==> config.mk <==
export PLATFORM = sky130hd
export DESIGN_NAME = if_pc_redirect
export DESIGN_NICKNAME = d
export VERILOG_FILES = /design/src/rtl/if_pc_redirect_pkg.sv /design/src/rtl/if_pc_redirect_fetch_buffer.sv /design/src/rtl/if_pc_redirect.sv
export SDC_FILE = /design/constraint.sdc
export NUM_CORES = 1
export LEC_CHECK = 0
export ABC_CLOCK_PERIOD_IN_PS = 5000
export BUFFER_PORTS_ARGS = -buffer_cell sky130_fd_sc_hd__buf_2
export CAP_MARGIN = 0
export CORE_MARGIN = 4
export CORE_UTILIZATION = 45
export DETAILED_ROUTE_END_ITERATION = 8
export HOLD_SLACK_MARGIN = 0.08
export PLACE_DENSITY = 0.7
export SLEW_MARGIN = 10
export SYNTH_ARGS = -nofsm -noshare
export SYNTH_HDL_FRONTEND = slang
export SYNTH_HIERARCHICAL = 1
export SYNTH_SLANG_ARGS = --single-unit
==> constraint.sdc <==
create_clock -name clk -period 5 [get_ports clk]
set_input_delay 0.5 -clock clk [delete_from_list [all_inputs] [get_ports clk]]
set_output_delay 0.5 -clock clk [all_outputs]
set_load 0.005 [all_outputs]
==> src/rtl/if_pc_redirect_pkg.sv <==
// if_pc_redirect_pkg: shared LC-3b fetch types and redirect decode
package if_pc_redirect_pkg;
  typedef logic [15:0] lc3b_word;
  typedef enum logic [1:0] {PCMUX_SEQ, PCMUX_BR, PCMUX_MEM, PCMUX_RSVD} lc3b_pcmux_sel;
  typedef enum logic [1:0] {FETCH, SQUASH, HOLD} lc3b_fetch_state;
  localparam lc3b_word CNT_MAX = 16'hFFFF;
  function automatic logic is_redirect(input logic be, input lc3b_pcmux_sel sel);
    return be && (sel == PCMUX_BR || sel == PCMUX_MEM);
  endfunction
endpackage

==> src/rtl/if_pc_redirect_fetch_buffer.sv <==
// if_pc_redirect_fetch_buffer: single-entry pc/instr register with load, clear and valid
module if_pc_redirect_fetch_buffer
  import if_pc_redirect_pkg::*;
(
  input  logic     clk,
  input  logic     reset,
  input  logic     load,
  input  logic     clear,
  input  lc3b_word pc_in,
  input  lc3b_word instr_in,
  output logic     valid,
  output lc3b_word pc,
  output lc3b_word instr
);
  always_ff @(posedge clk) begin
    if (reset || clear) valid <= 1'b0;
    else if (load) valid <= 1'b1;
    if (load) begin
      pc    <= pc_in;
      instr <= instr_in;
    end
  end
endmodule

==> src/rtl/if_pc_redirect.sv <==
// if_pc_redirect: fetch PC owner, I-mem handshake and EX redirect/squash handling
module if_pc_redirect
  import if_pc_redirect_pkg::*;
#(
  parameter lc3b_word RESET_PC = 16'h0000,
  parameter lc3b_word PC_INC   = 16'd2
) (
  input  logic        clk,
  input  logic        reset,
  input  logic        branch_enable,
  input  logic [1:0]  pcmux_sel,
  input  logic [15:0] br_addr,
  input  logic        id_stall,
  input  logic        imem_resp,
  input  logic [15:0] imem_rdata,
  output logic        imem_read,
  output logic [15:0] imem_address,
  output logic        if_valid,
  output logic [15:0] if_pc,
  output logic [15:0] if_instr,
  output logic        flush,
  output logic [15:0] redirect_cnt
);
  lc3b_fetch_state state;
  lc3b_word pc, req_addr;
  logic redirect, buf_load, buf_clear, buf_valid;
  assign redirect     = !reset && is_redirect(branch_enable, lc3b_pcmux_sel'(pcmux_sel));
  assign flush        = redirect;
  assign buf_load     = !reset && state == FETCH && imem_resp && !redirect;
  assign buf_clear    = state == HOLD && (redirect || !id_stall);
  assign imem_read    = !reset && state != HOLD;
  // SQUASH keeps the abandoned request's address stable until its response arrives
  assign imem_address = state == SQUASH ? req_addr : pc;
  assign if_valid     = !reset && buf_valid && state == HOLD;
  if_pc_redirect_fetch_buffer u_buf (
    .clk      (clk),
    .reset    (reset),
    .load     (buf_load),
    .clear    (buf_clear),
    .pc_in    (pc),
    .instr_in (imem_rdata),
    .valid    (buf_valid),
    .pc       (if_pc),
    .instr    (if_instr)
  );
  always_ff @(posedge clk) begin
    if (reset) begin
      state        <= FETCH;
      pc           <= RESET_PC;
      req_addr     <= RESET_PC;
      redirect_cnt <= '0;
    end else begin
      if (redirect && redirect_cnt != CNT_MAX) redirect_cnt <= redirect_cnt + 16'd1;
      if (state == FETCH) req_addr <= pc;
      case (state)
        FETCH: begin
          if (redirect) begin
            pc    <= br_addr;
            state <= imem_resp ? FETCH : SQUASH;
          end else if (imem_resp) begin
            pc    <= pc + PC_INC;
            state <= HOLD;
          end
        end
        SQUASH: begin
          if (redirect) pc <= br_addr;
          if (imem_resp) state <= FETCH;
        end
        HOLD: begin
          if (redirect) pc <= br_addr;
          if (redirect || !id_stall) state <= FETCH;
        end
        default: state <= FETCH;
      endcase
    end
  end
endmodule

* Word level (Yosys, flattened, before mapping)
Cells that the tools add are included.
** Word-level totals
- Flip-flop bits (word level) :: 83
- Input bits :: 39
- Output and inout bits :: 67
** Cells by class
- Add/subtract/negate cells :: 2
- Eq/ne operators :: 10
- Muxes and demuxes :: 11
- Reductions and logical operators :: 21
** Operators with widths (number)
- $mux 16 :: 4
- $pmux 16 s2 :: 1
- $add 16x1->16 const B :: 1
- $add 16x2->16 const B :: 1
- $ne 16x16->1 const B :: 1
- $logic_and 1x1->1 :: 10
- $mux 2 :: 4
- $pmux 2 s3 :: 1
- $reduce_and 3->1 :: 2
- $eq 2x1->1 const B :: 2
- $eq 2x2->1 const B :: 2
- $ne 2x1->1 const B :: 2
- $ne 2x2->1 const B :: 2
- $logic_not 1->1 :: 3
- $logic_or 1x1->1 :: 3
- $ne 3x3->1 const B :: 1
- $logic_not 2->1 :: 1
- $reduce_bool 2->1 :: 1
- $reduce_or 2->1 :: 1
- $mux 1 :: 1

* Logic depth before layout (Yosys ltp)
- Depth after elaboration :: 7
- Gate-level depth with buffers :: 8
- Gate-level depth less buffers :: 6

* By module
The synthesis kept the hierarchy.
** Modules (own cells, without submodules)
- if_pc_redirect :: instances 1, cells each 330, area an instance 2801.4 um^2
- if_pc_redirect_fetch_buffer :: instances 1, cells each 35, area an instance 994.7 um^2

* Worst setup path before layout
OpenSTA, ideal clock, no wires.
- Kind :: input port to flip-flop
- Start point :: in pcmux_sel[1]
- End point :: reg u_buf.instr[0], enable pin
- Data arrival time :: 1.759 ns
- Required time :: 4.612 ns
- Slack :: 2.852 ns
- Cell stages on the path :: 2
- Buffers on the path :: 0
- Path through :: xnor2_1 o211a_1
** On the way
- Word-level cells in the longest chain between the ends :: 6
- Elaborated cells between the ends (all ways) :: 7
** RTL lines
- start: declaration :: RTL line if_pc_redirect.sv:11 : input logic [1:0] pcmux_sel,
- $eq 2x1->1 / $eq 2x2->1 (equally long branches) :: RTL line if_pc_redirect_pkg.sv:8 : return be && (sel == PCMUX_BR || sel == PCMUX_MEM);
- $logic_or 1x1->1 * :: RTL line if_pc_redirect_pkg.sv:8
- $logic_and 1x1->1 * :: RTL line if_pc_redirect_pkg.sv:8
- $logic_and 1x1->1 * :: RTL line if_pc_redirect.sv:27 : assign redirect = !reset && is_redirect(branch_enable, lc3b_pcmux_sel'(pcmux_sel));
- $logic_not 1->1 * :: RTL line if_pc_redirect.sv:29 : assign buf_load = !reset && state == FETCH && imem_resp && !redirect;
- $logic_and 1x1->1 * :: RTL line if_pc_redirect.sv:29
- named net buf_load :: RTL line if_pc_redirect.sv:26 : logic redirect, buf_load, buf_clear, buf_valid;
- end signal: assignment :: RTL line if_pc_redirect_fetch_buffer.sv:20 : instr <= instr_in;
- end: declaration :: RTL line if_pc_redirect_fetch_buffer.sv:13 : output lc3b_word instr
The timed path passes the listed nets; every way through them passes the cells marked *.
A chain may end at the register's enable or synchronous reset.

* Worst setup path in the final report
- Start point :: reg state[1]
- End point :: out imem_address[14]
** On the way
- Word-level cells in the longest chain between the ends :: 2
** RTL lines
- start: declaration :: RTL line if_pc_redirect.sv:24 : lc3b_fetch_state state;
- start signal: assignment :: RTL line if_pc_redirect.sv:59 : state <= imem_resp ? FETCH : SQUASH;
- $eq 2x1->1 :: RTL line if_pc_redirect.sv:33 : assign imem_address = state == SQUASH ? req_addr : pc;
- $mux 16 :: RTL line if_pc_redirect.sv:33
- end: declaration :: RTL line if_pc_redirect.sv:17 : output logic [15:0] imem_address,
Every way passes these cells.

==> flow_metrics.env <==
export IMPL_status="complete, no violations"
export IMPL_cp_depth=4
export IMPL_numPortBuffers=105
export IMPL_syn_area_um2=3800
export IMPL_start_util=0.462
export IMPL_yosys_area_share_adder=0.0165
export IMPL_post_drt_wl_per_cell_um=16.0
export IMPL_rsz0062_at_grt="no"
export IMPL_fp_row_count=33
export IMPL_synth_xor_area_frac=0.00461
export IMPL_synth_edf_count=32
export IMPL_h_tree_depth=3
export IMPL_fill_cells=758
export IMPL_p_clk_frac=0.337
export IMPL_required_ns=4.50
export IMPL_dpl_hpwl_mm=6.64
export IMPL_nets=513
export IMPL_ys_seq_area_frac=0.522
export IMPL_clockBufferDepth=2
export IMPL_setup_viol=0
export IMPL_hold_violations=0
export IMPL_drv_slew=0
export IMPL_max_cap_viol_count=0
export IMPL_coreArea_um2=8220
export IMPL_dp_cells=563
export IMPL_grt_use_met3=0.0361
export IMPL_grt_max_degree=33
export IMPL_max_slew_margin_rel=0.336
export IMPL_grt_pass1_vias=3058
export IMPL_crit_buf_inv=2
export IMPL_seqPwrFrac=0.498
export IMPL_layout_cells_non_filler=579
export IMPL_fp_dieH_um=99.8
export IMPL_fmax_mhz=372
export IMPL_pwr_share_comb=0.164
export IMPL_synth_compound_area_share=0.145
export IMPL_end_kind="primary output"
export IMPL_synth_top_flop_cell="dfxtp_1"
export IMPL_tightest_slew_ns=0.996
export IMPL_skew_ns=0.0106
export IMPL_holdPathEnd="u_buf/instr[13]"
export IMPL_drt_iter0_markers=135
export IMPL_critical_path_arrival_ns=2.19
export IMPL_yosys_mux_area_fraction=0.112
export IMPL_path_class="reg2out"
export IMPL_synthesis_nets=409
export IMPL_hold_start="imem_rdata[13]"
export IMPL_timing_final_crit_share=0.538
export IMPL_viasPerCell=5.54
export IMPL_slowest_stage="ha_1"
export IMPL_power_w=0.00158
export IMPL_cp_max_fo=28
export IMPL_track_usage=0.187
export IMPL_whs_path_depth=1
export IMPL_use_met1=0.254
export IMPL_ys_ff_latch=83
export IMPL_numCtsBuffers=9
export IMPL_worstReg2RegStart="state[1]"
export IMPL_gr_usage_met2=0.304
export IMPL_path_cells="inv_1 > ha_1 > mux2_2 > buf_2"
export IMPL_synth_simple_area_share=0.165
export IMPL_finalSetupTns_ns=0
export IMPL_antenna_cells=0
export IMPL_io_pins=106
export IMPL_internal_power_w=0.00115
export IMPL_rrSetupSlack_ns=2.75
export IMPL_cp_start_kind="flip-flop"
export IMPL_cts_repair_resized=0
export IMPL_clk_pin_slew_ns=0.09
export IMPL_syn_avg_cell_area_um2=10.4
export IMPL_drt_wl_total_mm=9.26
export IMPL_synth_top_family_by_area="simple AND/OR/NAND/NOR gates"
export IMPL_synth_distinct_cells=60
export IMPL_gp_congestion=0.857
export IMPL_r2r_end="pc[10]"
export IMPL_ant_nets=0
export IMPL_vias=3208
export IMPL_cts_sinks=83
export IMPL_dr_pass1_iters=4
export IMPL_r2r_worst_path_cells=6
export IMPL_syn_inst=365
export IMPL_grt_busiest_layer="met2"
export IMPL_cp_top_family="adder cells"
export IMPL_irDropWorstVdd_uv=149
export IMPL_die_area_um2=9970
export IMPL_die_w_um=99.8
export IMPL_area_delta_synth_final_pct=22.0
export IMPL_fin_crit_ns=2.69
export IMPL_postCtsSetupBuffers=0
export IMPL_grt_overflow=0
export IMPL_cpPeakStageDelay_ns=0.82
export IMPL_p_switching_w=0.000433
export IMPL_cts_hold_buf=0
export IMPL_synth_async_reset_ratio=0
export IMPL_hold_path_class="in2reg"
export IMPL_power_density_nw_per_um2=342
export IMPL_yosysWarnings=6
export IMPL_antenna_found_initial=0
export IMPL_power_leakage_nw=1.96
export IMPL_register_area_um2=1980
export IMPL_final_util=0.564
export IMPL_drive_above_1_share=0.308
export IMPL_cts_root_buf="clkbuf_8"
export IMPL_clk_latency_ns=0.35
export IMPL_p_sw_frac=0.273
export IMPL_multi_input_area_um2=1690
export IMPL_grt_first_pass_wirelength_mm=15.3
export IMPL_drc=0
export IMPL_cts_tree="yes"
## sequential cells by signal, summed over array words and instances, names as in the netlist
name,count
state,2
redirect_cnt,16
pc,16
u_buf/instr,16
u_buf/pc,16
u_buf/valid,1
req_addr,16
## layout make-up
| class | instances | area share |
|---|---|---|
| inverters | 14 | 0.0113 |
| clock inverters | 7 | 0.0213 |
| clock buffers | 9 | 0.0267 |
| well taps | 105 | 0.0284 |
| flip-flops and latches | 83 | 0.428 |
| repair buffers | 109 | 0.120 |
| multi-input cells | 252 | 0.364 |
## through the flow
stage,setup slack [ns],cell area (µm²),hold WS (ns)
final,2.31,4630,0.320
after global routing,2.16,4630,0.307
after CTS,2.28,4630,0.304
after detailed placement,2.27,4410,0.467
after global placement,2.40,4410,0.462
after floorplan,2.85,3800,0.447
## kinds of logic (layout without fill, tap and decap cells)
family	count (synthesis)	count (layout)
AO/OA/AOI/OAI	78	78
XOR/XNOR	2	2
adder cells (fa/ha/maj)	5	5
buffers and inverters	30	139
flip-flops	83	83
multiplexers	41	41
AND/OR/NAND/NOR	126	126
## power groups by stage
stage	registers, W	clock network (W)	logic (W)
2_1_floorplan	0.000798	0	0.000173
3_3_place_gp	0.000803	0	0.000256
3_5_place_dp	0.000805	0	0.000261
4_1_cts	0.000790	0.000548	0.000262
5_1_grt	0.000797	0.000574	0.000289
6_report	0.000789	0.000534	0.000260
## synth_stat cells, types with 3 or more instances
cell type  count  area share
a211oi_1       6       0.012
a21oi_1       15       0.020
a31oi_1        5      0.0082
and3_1         4      0.0066
buf_2          5      0.0066
clkbuf_1       7      0.0069
dfxtp_1       51        0.27
edfxtp_1      32        0.25
ha_1           5       0.016
inv_1         13       0.013
mux2_2        11       0.033
mux2i_1       30       0.079
nand2_1       30       0.030
nand3_1       12       0.016
nand4_1        5      0.0082
nor2_1        31       0.031
nor2b_1        7       0.012
nor3_1        10       0.013
nor4_1         4      0.0066
o21ai_0       14       0.018
o32ai_1        8       0.018
or2_2          3      0.0049
or3_1          6      0.0099
or4_1          3      0.0059
## worst max path at each step
| stage | start | endpoint | slack (ns) |
|---|---|---|---|
| 6_report | state[1] | imem_address[14] | 2.31 |
| 5_1_grt | state[1] | imem_address[14] | 2.16 |
| 4_1_cts | state[1] | imem_address[14] | 2.28 |
| 3_5_place_dp | reset | pc[12] | 2.27 |
| 3_3_place_gp | reset | pc[5] | 2.40 |
| 2_1_floorplan | pcmux_sel[1] | u_buf/instr[0] | 2.85 |
## per-layer routing
layer,vias to the layer above,routed length (µm),part of all wire
li1,1576,-,-
met1,1518,4040,0.44
met2,105,4480,0.48
met3,9,651,0.070
met4,0,97,0.010
met5,-,0,0
## cells in the final DEF, fill, tap and decap left out, types with 3 or more instances in the layout
cell,instances
a21oi_1,14
or2_2,3
mux2i_1,30
dfxtp_1,51
nor4_1,4
o21ai_0,14
or4_1,3
nor2b_1,7
and3_1,4
nand4_1,5
ha_1,5
a211oi_1,6
nand3_1,12
or3_1,6
nor3_1,10
inv_6,3
buf_4,4
buf_2,105
nor2_1,31
nand2_1,30
inv_1,13
clkbuf_8,9
a31oi_1,5
edfxtp_1,32
o32ai_1,8
mux2_2,11
(Power assumes the default switching activity.)
